[config.mk]
export PLATFORM = sky130hd
export DESIGN_NAME = wb_register_file
export DESIGN_NICKNAME = d
export VERILOG_FILES = /design/src/rtl/wb_register_file_pkg.sv /design/src/rtl/wb_register_file_read_port.sv /design/src/rtl/wb_register_file.sv
export SDC_FILE = /design/constraint.sdc
export NUM_CORES = 2
export LEC_CHECK = 0
export CAP_MARGIN = 20
export CORE_MARGIN = 2
export CORE_UTILIZATION = 38
export CTS_BUF_LIST = sky130_fd_sc_hd__clkbuf_2
export DETAILED_ROUTE_END_ITERATION = 12
export GPL_ROUTABILITY_DRIVEN = 0
export HOLD_SLACK_MARGIN = 0.05
export PLACE_DENSITY = 0.52
export SETUP_SLACK_MARGIN = 0.4
export SKIP_LAST_GASP = 1
export SLEW_MARGIN = 20
export SYNTH_ARGS = -nofsm -noshare
export SYNTH_HDL_FRONTEND = slang
export SYNTH_SLANG_ARGS = --single-unit
[constraint.sdc]
create_clock -name clk -period 3.6 [get_ports clk]
set_input_delay 0.36 -clock clk [delete_from_list [all_inputs] [get_ports clk]]
set_output_delay 0.36 -clock clk [all_outputs]
set_load 0.01 [all_outputs]
[src/rtl/wb_register_file_pkg.sv]
// Shared types and sizing for the write-back register file.
// Optional build macro used by this block: REGFILE_BYPASS_EN.
package wb_register_file_pkg;
    localparam int DATA         = 32;
    localparam int REGS         = 32;
    localparam int AW           = $clog2(REGS);
    localparam int DRAIN_CYCLES = 2;   // legal 1..15
    localparam int CNT_W        = 4;

    typedef enum logic [1:0] {
        RUN,
        DRAIN,
        HALTED
    } rf_state_t;
endpackage

[src/rtl/wb_register_file_read_port.sv]
// One combinational decode read port: register 0 reads as zero.
// With REGFILE_BYPASS_EN defined, a same-cycle commit to the read address is forwarded.
module rf_read_port
    import wb_register_file_pkg::*;
(
    input  logic [AW-1:0]              addr,
    input  logic [REGS-1:0][DATA-1:0]  regs,
`ifdef REGFILE_BYPASS_EN
    input  logic                       commit,
    input  logic [AW-1:0]              commit_addr,
    input  logic [DATA-1:0]            commit_data,
`endif
    output logic [DATA-1:0]            data
);

    always_comb begin
        data = '0;
        if (addr != '0) begin
            data = regs[addr];
`ifdef REGFILE_BYPASS_EN
            if (commit && (commit_addr == addr))
                data = commit_data;
`endif
        end
    end

endmodule

[src/rtl/wb_register_file.sv]
// Architectural register file at the write-back end of the pipeline: commit, reads, halt drain, retire count.
// Build option REGFILE_BYPASS_EN forwards same-cycle commits to the read ports.
module wb_register_file
    import wb_register_file_pkg::*;
(
    input  logic            clk,
    input  logic            rst_n,
    input  logic            wb_en,
    input  logic [AW-1:0]   wb_addr,
    input  logic [DATA-1:0] wb_data,
    input  logic            halt_signal,
    input  logic [AW-1:0]   rs_addr,
    input  logic [AW-1:0]   rt_addr,
    output logic [DATA-1:0] rs_data,
    output logic [DATA-1:0] rt_data,
    output logic [31:0]     retire_cnt,
    output logic            halted
);

    logic [REGS-1:0][DATA-1:0] regs;
    rf_state_t                 state, state_next;
    logic [CNT_W-1:0]          drain_cnt, drain_next;
    logic                      commit, write;

    // Commits are only honoured in RUN, including the edge that enters DRAIN.
    assign commit = (state == RUN) && wb_en;
    assign write  = commit && (wb_addr != '0);

    always_comb begin
        state_next = state;
        drain_next = drain_cnt;
        case (state)
            RUN: begin
                if (halt_signal) begin
                    state_next = DRAIN;
                    drain_next = '0;
                end
            end
            DRAIN: begin
                if (drain_cnt == CNT_W'(DRAIN_CYCLES - 1))
                    state_next = HALTED;
                else
                    drain_next = drain_cnt + CNT_W'(1);
            end
            HALTED: ;
            default: state_next = RUN;
        endcase
    end

    always_ff @(posedge clk or negedge rst_n) begin
        if (!rst_n) begin
            state     <= RUN;
            drain_cnt <= '0;
            halted    <= 1'b0;
        end else begin
            state     <= state_next;
            drain_cnt <= drain_next;
            halted    <= (state_next == HALTED);
        end
    end

    always_ff @(posedge clk or negedge rst_n) begin
        if (!rst_n)
            retire_cnt <= '0;
        else if (commit && (retire_cnt != 32'hFFFF_FFFF))
            retire_cnt <= retire_cnt + 32'd1;
    end

    always_ff @(posedge clk or negedge rst_n) begin
        if (!rst_n)
            regs <= '0;
        else if (write)
            regs[wb_addr] <= wb_data;
    end

    rf_read_port u_rs (
        .addr        (rs_addr),
        .regs        (regs),
`ifdef REGFILE_BYPASS_EN
        .commit      (commit),
        .commit_addr (wb_addr),
        .commit_data (wb_data),
`endif
        .data        (rs_data)
    );

    rf_read_port u_rt (
        .addr        (rt_addr),
        .regs        (regs),
`ifdef REGFILE_BYPASS_EN
        .commit      (commit),
        .commit_addr (wb_addr),
        .commit_data (wb_data),
`endif
        .data        (rt_data)
    );

endmodule
### After elaboration in Yosys (flattened, before gate mapping)

Index checks and enable logic that the tools add are counted.

| word-level totals | value |
|---|---|
| flip-flop bits (word level) | 1063 |
| input port bits | 51 |
| word-level logic and storage cells | 74 |

| cells by class | value |
|---|---|
| add/subtract/negate cells | 2 |
| magnitude comparators | 4 |
| equality and inequality tests | 7 |
| multiplexer cells | 15 |
| reduce and logical (&&, ||, !) cells | 10 |

Operators by type and width:

| kind | number |
|---|---|
| $bwmux W1024 | 1 |
| $bmux W32 S5 | 2 |
| $demux W32 S5 | 1 |
| $mux W32 | 5 |
| $add A32 B1 Y32 const B | 1 |
| $ne A32 B32 Y1 const B | 1 |
| $lt A5 B6 Y1 const B | 3 |
| $reduce_bool A5 Y1 | 3 |
| $mux W4 | 2 |
| $pmux W4 S2 | 1 |
| $pmux W2 S3 | 1 |
| $ge A5 B1 Y1 const B | 1 |
| $add A4 B1 Y4 const B | 1 |
| $eq A2 B2 Y1 const B | 2 |
| $eq A4 B1 Y1 const B | 1 |
| $logic_and A1 B1 Y1 | 4 |
| $mux W2 | 2 |
| $ne A2 B2 Y1 const B | 2 |
| $reduce_and A3 Y1 | 1 |
| $eq A2 B1 Y1 const B | 1 |
| $logic_not A2 Y1 | 1 |
| $reduce_bool A2 Y1 | 1 |

### Longest topological paths before layout

| depth | value |
|---|---|
| depth in word-level cells | 5 |
| mapped depth | 9 |
| mapped depth without buffers | 6 |

### By module

From an unflattened synthesis, not the netlist that was laid out.

| unflattened totals | value |
|---|---|
| cell total of the unflattened synthesis | 3813 |
| area, all modules | 56690.6 µm² |

By module, submodules not included:

| module | times used | cells an instance | area an instance (µm²) | seq. area each (µm²) |
|---|---|---|---|---|
| wb_register_file | 1 | 2485 | 39954.6 | 26600.5 |
| rf_read_port | 2 | 664 | 8368.0 | 0.0 |

### Worst setup path before layout

OpenSTA, ideal clock, no wires.

| timing path | value |
|---|---|
| path kind | input-to-output |
| start point | input rs_addr[1] |
| end point | output rs_data[1] |
| arrival time | 1896 ps |
| required time | 3240 ps |
| setup slack | 1344 ps |
| cell stages on the path | 7 |
| cell sequence | buf_2 buf_4 buf_1 mux4_2 mux2_2 o221ai_1 nor2_1 |

| on the way | value |
|---|---|
| longest elaborated chain between the ends | 3 |

RTL lines:

| element | RTL line | source |
|---|---|---|
| start, declared | wb_register_file.sv:12 | `input logic [AW-1:0] rs_addr,` |
| $bmux W32 S5 | wb_register_file_read_port.sv:19 | `data = regs[addr];` |
| $mux W32 (implied by the code) | wb_register_file_read_port.sv:19 |  |
| $mux W32 * | wb_register_file_read_port.sv:18 | `if (addr != '0) begin` |
| end, declared | wb_register_file.sv:14 | `output logic [DATA-1:0] rs_data,` |

Mark *: on every way between the ends. The rest lies on a longest branch, timed or not. The select of a mux whose other input is x is not followed.

### Final worst setup path

| timing path | value |
|---|---|
| start point | register regs[657] (netlist bit) |
| end point | output rs_data[17] |

| on the way | value |
|---|---|
| longest elaborated chain between the ends | 3 |

RTL lines:

| element | RTL line | source |
|---|---|---|
| start, declared | wb_register_file.sv:20 | `logic [REGS-1:0][DATA-1:0] regs;` |
| start signal, assigned by index | wb_register_file.sv:73 | `regs[wb_addr] <= wb_data;` |
| $bmux W32 S5 | wb_register_file_read_port.sv:19 |  |
| $mux W32 (implied by the code) | wb_register_file_read_port.sv:19 |  |
| $mux W32 | wb_register_file_read_port.sv:18 |  |

Every way passes these cells. The select of a mux whose other input is x is not followed.

==> impl_metrics.json <==
{
  "p_leak_nw": 30.98,
  "ys_seq_area_share_pct": 46.60,
  "die_h_um": 387.2,
  "wl_mm": 188.6,
  "io_pins": 148,
  "cts.reportedPaths.clkPinSlew_ns": 0.11,
  "critPathSlowestCell": "mux4_2",
  "syn-num-nets": 3684,
  "synth_common_cells": "dfrtp_1, mux2_2, mux4_2",
  "synthCells": 3630,
  "cts_tree": "yes",
  "fmax_mhz": 264.3,
  "crit_arrival_ns": 3.42,
  "synth_edf_count": 0,
  "p_per_area_mw_per_mm2": 343.0,
  "status": "complete, but fails checks",
  "htreeDepth": 5,
  "grt_usage_pct": 25.16,
  "areaGrowthSynthToFinish_pct": 17.84,
  "drc": 0,
  "hold_ws_ns": 0.3437,
  "crit_path_start_kind": "register",
  "hold_class": "in -> reg",
  "synth.most_common_cell": "dfrtp_1",
  "hpwl_mm": 112.3,
  "worstPathMaxFanout": 2,
  "ys_types": 57,
  "placedInstanceArea_mm2": 0.06055,
  "ys_ff_latch": 1039,
  "yosys_warnings": 0,
  "avgRoutedWirePerCell_um": 30.54,
  "crit_top_cell": "buf_4",
  "ir_drop_v": 0.0001800,
  "path_cells": "buf_4, mux4_2, mux2_4, o22ai_4, a211oi_2, buf_4, buf_6",
  "synthFlopType": "dfrtp_1",
  "setup_viol": 9,
  "power_mw": 22.55,
  "critPathKind": "reg -> out",
  "finalNetCount": 4116,
  "required_ns": 3.24,
  "overflow": 0,
  "finClkSkew_ns": 0.1381,
  "tightest_slew_ns": 1.118,
  "yosys.area.top_type": "dfrtp_1",
  "grt_pass1_wl_mm": 275.6,
  "drtPass1Iterations": 7,
  "fillers": 13180,
  "finalHoldViolations": 0,
  "path_delay_family": "multiplexers",
  "relSlewSlack_pct": 25.24,
  "grt_max_degree": 126,
  "port_buffers": 147,
  "fin_crit_sh_pct": 105.1,
  "syn_avg_cell_area_um2": 15.37,
  "synth_top_area_share_pct": 46.60,
  "die_w_um": 387.2,
  "netlist_top_cells_area": "dfrtp_1, mux2_2, mux4_2",
  "start_util_pct": 38.28,
  "maxSlewViolCount": 0,
  "rsz0062_at_grt": "yes",
  "clock-sinks": 1039,
  "async_reset_ff_share_pct": 100.0,
  "clockRootBuffer": "clkbuf_2",
  "antenna_found_initial": 5,
  "drive_above_1_share_pct": 61.94,
  "die_area_mm2": 0.1499,
  "clk_latency_ns": 1.62,
  "vias": 36330,
  "worst_setup_path_end_kind": "output port",
  "violations": "setup timing",
  "cpPeakStageDelay_ns": 0.43,
  "design_area_mm2": 0.06575,
  "ctsLongestPathBuffers": 4,
  "synth_area_mm2": 0.05579,
  "vias_per_cell": 5.884,
  "grt_pass1_vias": 37900,
  "rows": 140,
  "setup_slack_ns": -0.1836,
  "drv_cap": 0,
  "fp.coreArea_mm2": 0.1457,
  "path_buf_inv": 3,
  "drt_iter0_markers": 2825,
  "finalCriticalPeriod_ns": 3.784,
  "numCtsBuffers": 315,
  "ant_nets": 0
}
cells in the final DEF (no fill, tap or decap), drive strengths merged, types with 3 or more instances in the layout:
| master | netlist | layout |
|---|---|---|
| a211oi | 9 | 9 |
| a21oi | 34 | 34 |
| a221o | 24 | 24 |
| a221oi | 32 | 32 |
| a22o | 31 | 31 |
| a22oi | 32 | 32 |
| and2 | 5 | 5 |
| and3 | 13 | 13 |
| and4 | 6 | 6 |
| buf | 217 | 381 |
| clkbuf | 176 | 448 |
| clkdlybuf4s50 | 0 | 51 |
| clkinv | 0 | 58 |
| dfrtp | 1039 | 1039 |
| diode | 0 | 7 |
| dlygate4sd3 | 0 | 69 |
| ha | 3 | 3 |
| inv | 3 | 8 |
| mux2 | 1138 | 1138 |
| mux2i | 106 | 106 |
| mux4 | 455 | 455 |
| nand2 | 28 | 28 |
| nand3 | 22 | 22 |
| nand3b | 4 | 4 |
| nand4 | 18 | 18 |
| nor2 | 87 | 87 |
| nor2b | 11 | 11 |
| nor3 | 8 | 8 |
| nor3b | 4 | 4 |
| nor4 | 4 | 4 |
| o21ai | 14 | 14 |
| o221ai | 23 | 23 |
| o22ai | 32 | 32 |
| o31a | 7 | 7 |
| or4 | 4 | 4 |
| xnor2 | 27 | 27 |
| xor2 | 3 | 3 |
layout make-up:
cell class	instances	area, µm²	area share, %
Sequential cell	1039	26000	39.55
Clock buffer	443	2217	3.372
Inverter	3	11.26	0.01713
Multi-Input combinational cell	2195	29660	45.12
Clock inverter	63	241.5	0.3673
Timing Repair Buffer	508	5194	7.900
Tap cell	1917	2399	3.648
Antenna cell	7	17.52	0.02664
layer usage:
layer	share of wire, %	track usage, %	up-vias	wire [µm]
met5	0.0069	0	-	13
met4	2.9	8.246	2	5445
met3	5.4	4.399	330	10160
met2	47	39.73	1193	89050
met1	45	35.21	19670	83930
li1	-	-	15140	-
where the power goes:
part | leakage (nW) | total, mW | switching [mW] | internal [mW]
logic | 14.5 | 2.28 | 1.42 | 0.867
registers | 14.5 | 11.7 | 0.0301 | 11.7
clock network | 1.96 | 8.54 | 5.29 | 3.24
sequential cells by signal, summed over array words and instances, names as in the netlist:
name,flops
drain_cnt,4
halted,1
regs,1000
retire_cnt,32
state,2
per-stage QoR:
stage                     utilization, %  TNS [ns]  cells  setup slack [ns]
after global routing               45.11    -12.29   6173           -0.4193
after CTS                          44.58    -14.99   6117           -0.4666
after floorplan                        -         0   3630             1.344
final                              45.11   -0.7138   6175           -0.1836
after global placement             41.56   -0.3633   5522           -0.3045
after detailed placement           41.55   -0.3064   5522           -0.2977
worst reg2reg max path: cells and delay by family, from the launching register on:
kind	cells	cell delay, ns
AND/OR/NAND/NOR	3	0.90
flip-flops	1	0.53
multiplexers	1	0.40
buffers and inverters	3	1.21
timing repair:
| action | CTS | global route |
|---|---|---|
| gates resized for setup | 505 | 81 |
| pin swaps | 76 | 50 |
| cloned | 0 | 0 |
| endpoints found under the setup margin | 68 | 64 |
| hold buffers | 44 | 33 |
| hold endpoints to repair | 1704 | 621 |
| buffers inserted | 45 | 16 |
worst paths after layout:
check / depth (start not counted) / from / endpoint / slack [ns]
min in group asynchronous: 5 / rst_n / halted$_DFF_PN0_ / 0.42
max reg2reg: 7 / state[1]$_DFF_PN0_ / regs[739]$_DFFE_PN0P_ / 0.55
max: 7 / regs[657]$_DFFE_PN0P_ / rs_data[17] / -0.18
max in group asynchronous: 6 / rst_n / regs[619]$_DFFE_PN0P_ / 1.98
min reg2reg: 0 / regs[25]$_DFFE_PN0P_ / regs[25]$_DFFE_PN0P_ / 0.38
min: 2 / wb_data[16] / regs[656]$_DFFE_PN0P_ / 0.34
logic make-up after synthesis:
logic type / count (synthesis) / share of synthesized area [%]
AOI/OAI and AO/OA: 243 / 3.306
xor gates and xnor gates: 30 / 0.4710
adders and majority gates: 3 / 0.06729
buffers and inverters: 396 / 3.559
DFF: 1039 / 46.60
muxes: 1699 / 43.84
and+or+nand+nor: 220 / 2.153
No activity file was read; power rests on OpenSTA's default activity.
